$ cat config.mk
export PLATFORM = sky130hd
export DESIGN_NAME = regfile_llsc
export DESIGN_NICKNAME = d
export VERILOG_FILES = /design/src/rtl/regfile_llsc.sv
export SDC_FILE = /design/constraint.sdc
export NUM_CORES = 2
export LEC_CHECK = 0
export CAP_MARGIN = 20
export CORE_ASPECT_RATIO = 1.75
export CORE_MARGIN = 3
export CORE_UTILIZATION = 39
export CTS_BUF_LIST = sky130_fd_sc_hd__clkbuf_4 sky130_fd_sc_hd__clkbuf_8 sky130_fd_sc_hd__clkbuf_16
export CTS_CLUSTER_DIAMETER = 80
export DETAILED_ROUTE_END_ITERATION = 16
export PLACE_DENSITY = 0.65
export SYNTH_ARGS = -nofsm -noshare
export SYNTH_HDL_FRONTEND = slang
export SYNTH_SLANG_ARGS = --single-unit
$ cat constraint.sdc
create_clock -name Clk -period 2.9 [get_ports Clk]
set_clock_uncertainty 0.1 [all_clocks]
set_input_delay 0.58 -clock Clk [delete_from_list [all_inputs] [get_ports Clk]]
set_output_delay 0.58 -clock Clk [all_outputs]
set_load 0.02 [all_outputs]
$ cat src/rtl/regfile_llsc.sv
// Decode-stage register file: two combinational read ports, one synchronous write port,
// optional hardwired zero / write bypass, plus an LL/SC reservation unit.
module regfile_llsc #(
  parameter int DATA_W     = 32,
  parameter int ADDR_W     = 5,
  parameter int RES_ADDR_W = 32,
  parameter int GRAN_LSB   = 2,
  parameter bit ZERO_REG   = 1'b1,
  parameter bit BYPASS     = 1'b1
) (
  input  logic                  Clk,
  input  logic                  Reset,
  input  logic [ADDR_W-1:0]     Read1,
  input  logic [ADDR_W-1:0]     Read2,
  output logic [DATA_W-1:0]     Data1,
  output logic [DATA_W-1:0]     Data2,
  input  logic [ADDR_W-1:0]     WriteReg,
  input  logic [DATA_W-1:0]     WriteData,
  input  logic                  RegWrite,
  input  logic                  LLSet,
  input  logic [RES_ADDR_W-1:0] LLAddr,
  input  logic                  SCCheck,
  input  logic [RES_ADDR_W-1:0] SCAddr,
  output logic                  SCSuccess,
  input  logic                  StoreSnoop,
  input  logic [RES_ADDR_W-1:0] StoreAddr,
  input  logic                  LLClear,
  output logic                  LLbitout,
  output logic [RES_ADDR_W-1:0] ResAddr
);

  localparam int DEPTH = 2 ** ADDR_W;
  // Bits below the granule are masked out rather than sliced so every address bit is consumed.
  localparam logic [RES_ADDR_W-1:0] GRAN_MASK = {RES_ADDR_W{1'b1}} << GRAN_LSB;

  logic [DATA_W-1:0]     rf_r [DEPTH];
  logic                  llbit_r;
  logic [RES_ADDR_W-1:0] res_addr_r;
  logic [DATA_W-1:0]     data1_s;
  logic [DATA_W-1:0]     data2_s;
  logic                  wr_en_s;

  function automatic logic gran_match(input logic [RES_ADDR_W-1:0] a,
                                      input logic [RES_ADDR_W-1:0] b);
    return ((a ^ b) & GRAN_MASK) == {RES_ADDR_W{1'b0}};
  endfunction

  // Write qualification: index 0 is read-only when hardwired to zero.
  always_comb begin
    wr_en_s = 1'b0;
    if (ZERO_REG && (WriteReg == {ADDR_W{1'b0}})) begin
      wr_en_s = 1'b0;
    end else begin
      wr_en_s = RegWrite;
    end
  end

  // Register array: full clear on reset, otherwise single write port.
  always_ff @(posedge Clk) begin
    if (Reset) begin
      for (int i = 0; i < DEPTH; i++) begin
        rf_r[i] <= {DATA_W{1'b0}};
      end
    end else if (wr_en_s) begin
      rf_r[WriteReg] <= WriteData;
    end
  end

  // Read port 1: zero register, then bypass, then array.
  always_comb begin
    data1_s = {DATA_W{1'b0}};
    if (ZERO_REG && (Read1 == {ADDR_W{1'b0}})) begin
      data1_s = {DATA_W{1'b0}};
    end else if (BYPASS && RegWrite && (Read1 == WriteReg)) begin
      data1_s = WriteData;
    end else begin
      data1_s = rf_r[Read1];
    end
  end

  // Read port 2: same priority as port 1.
  always_comb begin
    data2_s = {DATA_W{1'b0}};
    if (ZERO_REG && (Read2 == {ADDR_W{1'b0}})) begin
      data2_s = {DATA_W{1'b0}};
    end else if (BYPASS && RegWrite && (Read2 == WriteReg)) begin
      data2_s = WriteData;
    end else begin
      data2_s = rf_r[Read2];
    end
  end

  assign Data1 = data1_s;
  assign Data2 = data2_s;

  // Reservation unit: a new LL outranks a same-cycle SC or snoop; LLClear outranks the LL.
  always_ff @(posedge Clk) begin
    if (Reset) begin
      llbit_r    <= 1'b0;
      res_addr_r <= {RES_ADDR_W{1'b0}};
    end else if (LLClear) begin
      llbit_r    <= 1'b0;
    end else if (LLSet) begin
      llbit_r    <= 1'b1;
      res_addr_r <= LLAddr;
    end else if (SCCheck) begin
      llbit_r    <= 1'b0;
    end else if (StoreSnoop && gran_match(StoreAddr, res_addr_r)) begin
      llbit_r    <= 1'b0;
    end
  end

  // SC outcome looks only at registered state, never at same-cycle reservation traffic.
  assign SCSuccess = SCCheck & llbit_r & gran_match(SCAddr, res_addr_r);
  assign LLbitout  = llbit_r;
  assign ResAddr   = res_addr_r;

endmodule

==> flow_metrics.py <==
metrics = {
    "outcome": {
        "outcome": "complete, but fails checks",
        "violations": "setup timing",
    },
    "yosys": {
        "synth_seq_cells": 1057,
        "ys_types": 56,
        "yosys-top-cells-area": "edfxtp_1 (54%), mux4_2 (16%), and2_1 (11%), mux2i_1 (3.9%), clkbuf_1 (2.0%)",
        "yosysTopAreaCell": "edfxtp_1",
        "yosysSeqAreaShare": 0.555,
        "synthesis.area_um2": 56600,
        "synth_cells": 4009,
        "synth_top_cell_area_share": 0.544,
        "postSynthAreaPerCell_um2": 14.1,
        "yosys_warnings": 0,
        "ys.flop_type": "edfxtp_1",
        "async_flop_share": 0,
        "synth_edf_count": 1024,
    },
    "sta": {
        "relSlewSlack": 0.568,
        "final.setup.worst_slack_ns": -0.460,
        "finalSetupViolCount": 64,
        "worst_slew_pin_slew_ns": 0.648,
        "holdWs_ns": 0.297,
        "maxSlewViolCount": 0,
        "period_share": 1.16,
        "rsz0062_at_grt": "true",
        "min_period_ns": 3.36,
        "timing.final.hold_violations": 0,
        "tns_ns": -17.72,
        "fmax_ghz": 0.298,
    },
    "global_route": {
        "grt-ovfl-total": 0,
        "grt_pass1_wl_mm": 327,
        "grt_pass1_vias": 43500,
        "grt_max_degree": 71,
        "antenna_found_initial": 15,
        "grt_use_total": 0.314,
    },
    "layout": {
        "final_common_cell": "edfxtp_1",
        "drive_above_1_share": 0.373,
        "fill_cells": 11700,
        "final_cell_mix": "edfxtp_1 (1024), and2_1 (993), buf_4 (424)",
        "area_delta_synth_final_pct": 31.0,
        "layout.nets": 4848,
        "stdcell_area_um2": 74100,
        "stdcell_count": 6648,
    },
    "worst_setup_path": {
        "slowest_stage": "mux4_2",
        "cp.arrival_ns": 2.68,
        "crit_path_start_kind": "flop",
        "path_class": "flop to output port",
        "cp_cell_sequence": "mux4_2 > a22oi_2 > buf_4 > nand2_1 > a221o_1 > buf_6",
        "max_stage_delay_ns": 0.52,
        "critPathCaptureType": "output port",
        "cp_top_family": "compound AO/OA/AOI/OAI gates",
        "worst-path-buf-inv": 2,
        "worst-endpoint-required_ns": 2.22,
        "crit_path_max_fanout": 2,
    },
    "pwr": {
        "power-per-cell-area_nw_per_um2": 522,
        "leakage_nw": 26.7,
        "max-vdd-ir-drop_mv": 0.455,
    },
    "clock_tree": {
        "cts_tree": "built",
        "cts-htree-levels": 3,
        "clock_latency_ns": 0.73,
        "clk_pin_slew_worst_paths_ns": 0.06,
        "clock-sinks": 1057,
        "cts_buffers": 100,
        "cts-root-buf": "clkbuf_16",
        "max-clock-path-buffers": 3,
    },
    "floorplanning": {
        "std_cell_rows": 184,
        "start_util": 0.393,
        "io_pins": 248,
        "die_area_um2": 150000,
        "die_x_um": 294,
        "die_h_um": 510,
        "coreArea_um2": 144000,
    },
    "place": {
        "port_buffers": 243,
        "placed_area_um2": 66200,
        "place_ws_ns": -1.13,
        "gp_congestion": 0.984,
        "hpwl_mm": 160,
        "place_inst": 6297,
    },
    "drt": {
        "initialDrtViolationCount": 5818,
        "postRouteWirelength_mm": 239,
        "vias": 42500,
        "drt-vias-per-instance": 6.39,
        "route.detailed.drc": 0,
        "dr.pass1.iters": 6,
        "ant_nets": 0,
        "routedWlPerCell_um": 36.0,
    },
    "job": {
        "drv_cap": 0,
    },
    "worst_hold_path": {
        "hp-class": "primary input to flop",
    },
}
-- cells in the mapped netlist, types with 10 or more instances --
cell      instances
and2_1          992
xnor2_1          37
or2_2            32
edfxtp_1       1024
buf_1            10
a32o_1           32
dfxtp_1          33
a211oi_1         36
o221ai_1         35
o21ai_0          21
nor3_1           20
a31oi_1          16
nor2_1           66
a22oi_1         133
clkbuf_1        300
nand4_1          10
a21oi_1          94
nor4_1           10
xor2_1           33
nand2_1         181
mux2i_1         221
a221o_1          12
o22ai_1          35
o32ai_1          10
mux4_2          407
buf_6            10
buf_4            26
nand3_1          19
buf_2            73
-- worst reg2reg max path, delay by kind of cell (launching register included) --
family | cells | cell delay, ns
DFF | 1 | 0.38
xor gates and xnor gates | 1 | 0.44
buffers and inverters | 1 | 0.18
AOI/OAI and AO/OA | 1 | 0.19
and+or+nand+nor | 4 | 0.51
-- path summary, 6_finish.rpt --
check,from,endpoint,slack (ns),depth (start not counted)
setup / recovery,rf_r[2][28]$_SDFFCE_PN0P_,Data2[28],-0.46,6
hold / removal,LLAddr[13],ResAddr[13]$_SDFFE_PP0P_,0.30,3
setup reg to reg,ResAddr[14]$_SDFFE_PP0P_,LLbitout$_SDFFE_PP0P_,0.95,7
hold reg to reg,ResAddr[0]$_SDFFE_PP0P_,ResAddr[0]$_SDFFE_PP0P_,0.36,2
-- cell type report --
type	count	area, µm²	area share
clock inverter	63	616	0.00831
multi-input combinational	2562	25400	0.343
sequential	1057	31400	0.424
inverter	2	11.3	0.000152
clock buffer	117	2680	0.0362
antenna	12	30.0	0.000405
tap	1860	2330	0.0314
timing repair buffer	975	11600	0.157
-- through the flow --
step                 util  total power [mW]
finish              0.515              38.7
global route        0.515              39.5
CTS                 0.506              38.3
detailed placement  0.460              24.3
global placement    0.460              24.2
floorplan               -              21.1
-- report_power, final --
part           total (mW)  switching (mW)  internal, mW
clock                13.6            6.05          7.59
combinational        6.98            3.73          3.25
sequential           18.0           0.476          17.6
-- per-layer routing --
| layer | routed length (µm) | global-route usage |
|---|---|---|
| met1 | 71200 | 0.335 |
| met2 | 114000 | 0.523 |
| met3 | 27500 | 0.0754 |
| met4 | 26600 | 0.272 |
| met5 | 11 | 0 |
-- sequential cells by signal, indices dropped and copies added, names as in the netlist --
signal    cells
LLbitout      1
ResAddr      32
rf_r       1024
-- timing repair --
| action | CTS | global route |
|---|---|---|
| hold endpoints to repair | 0 | 0 |
| resized for setup | 661 | 181 |
| gates cloned | 19 | 6 |
| endpoints found under the setup margin | 65 | 65 |
| hold buffers | 0 | 0 |
| buffers inserted | 100 | 59 |
| pin swaps | 175 | 106 |
-- cell families after synthesis --
logic type / Yosys count / share of synthesized area
and+or+nand+nor: 1369 / 0.141
DFF: 1057 / 0.555
muxes: 635 / 0.203
AOI/OAI and AO/OA: 456 / 0.0580
buffers and inverters: 421 / 0.0326
xor gates and xnor gates: 70 / 0.0108
other: 1 / 0.0000663
Power figures use the tool's default switching activity.
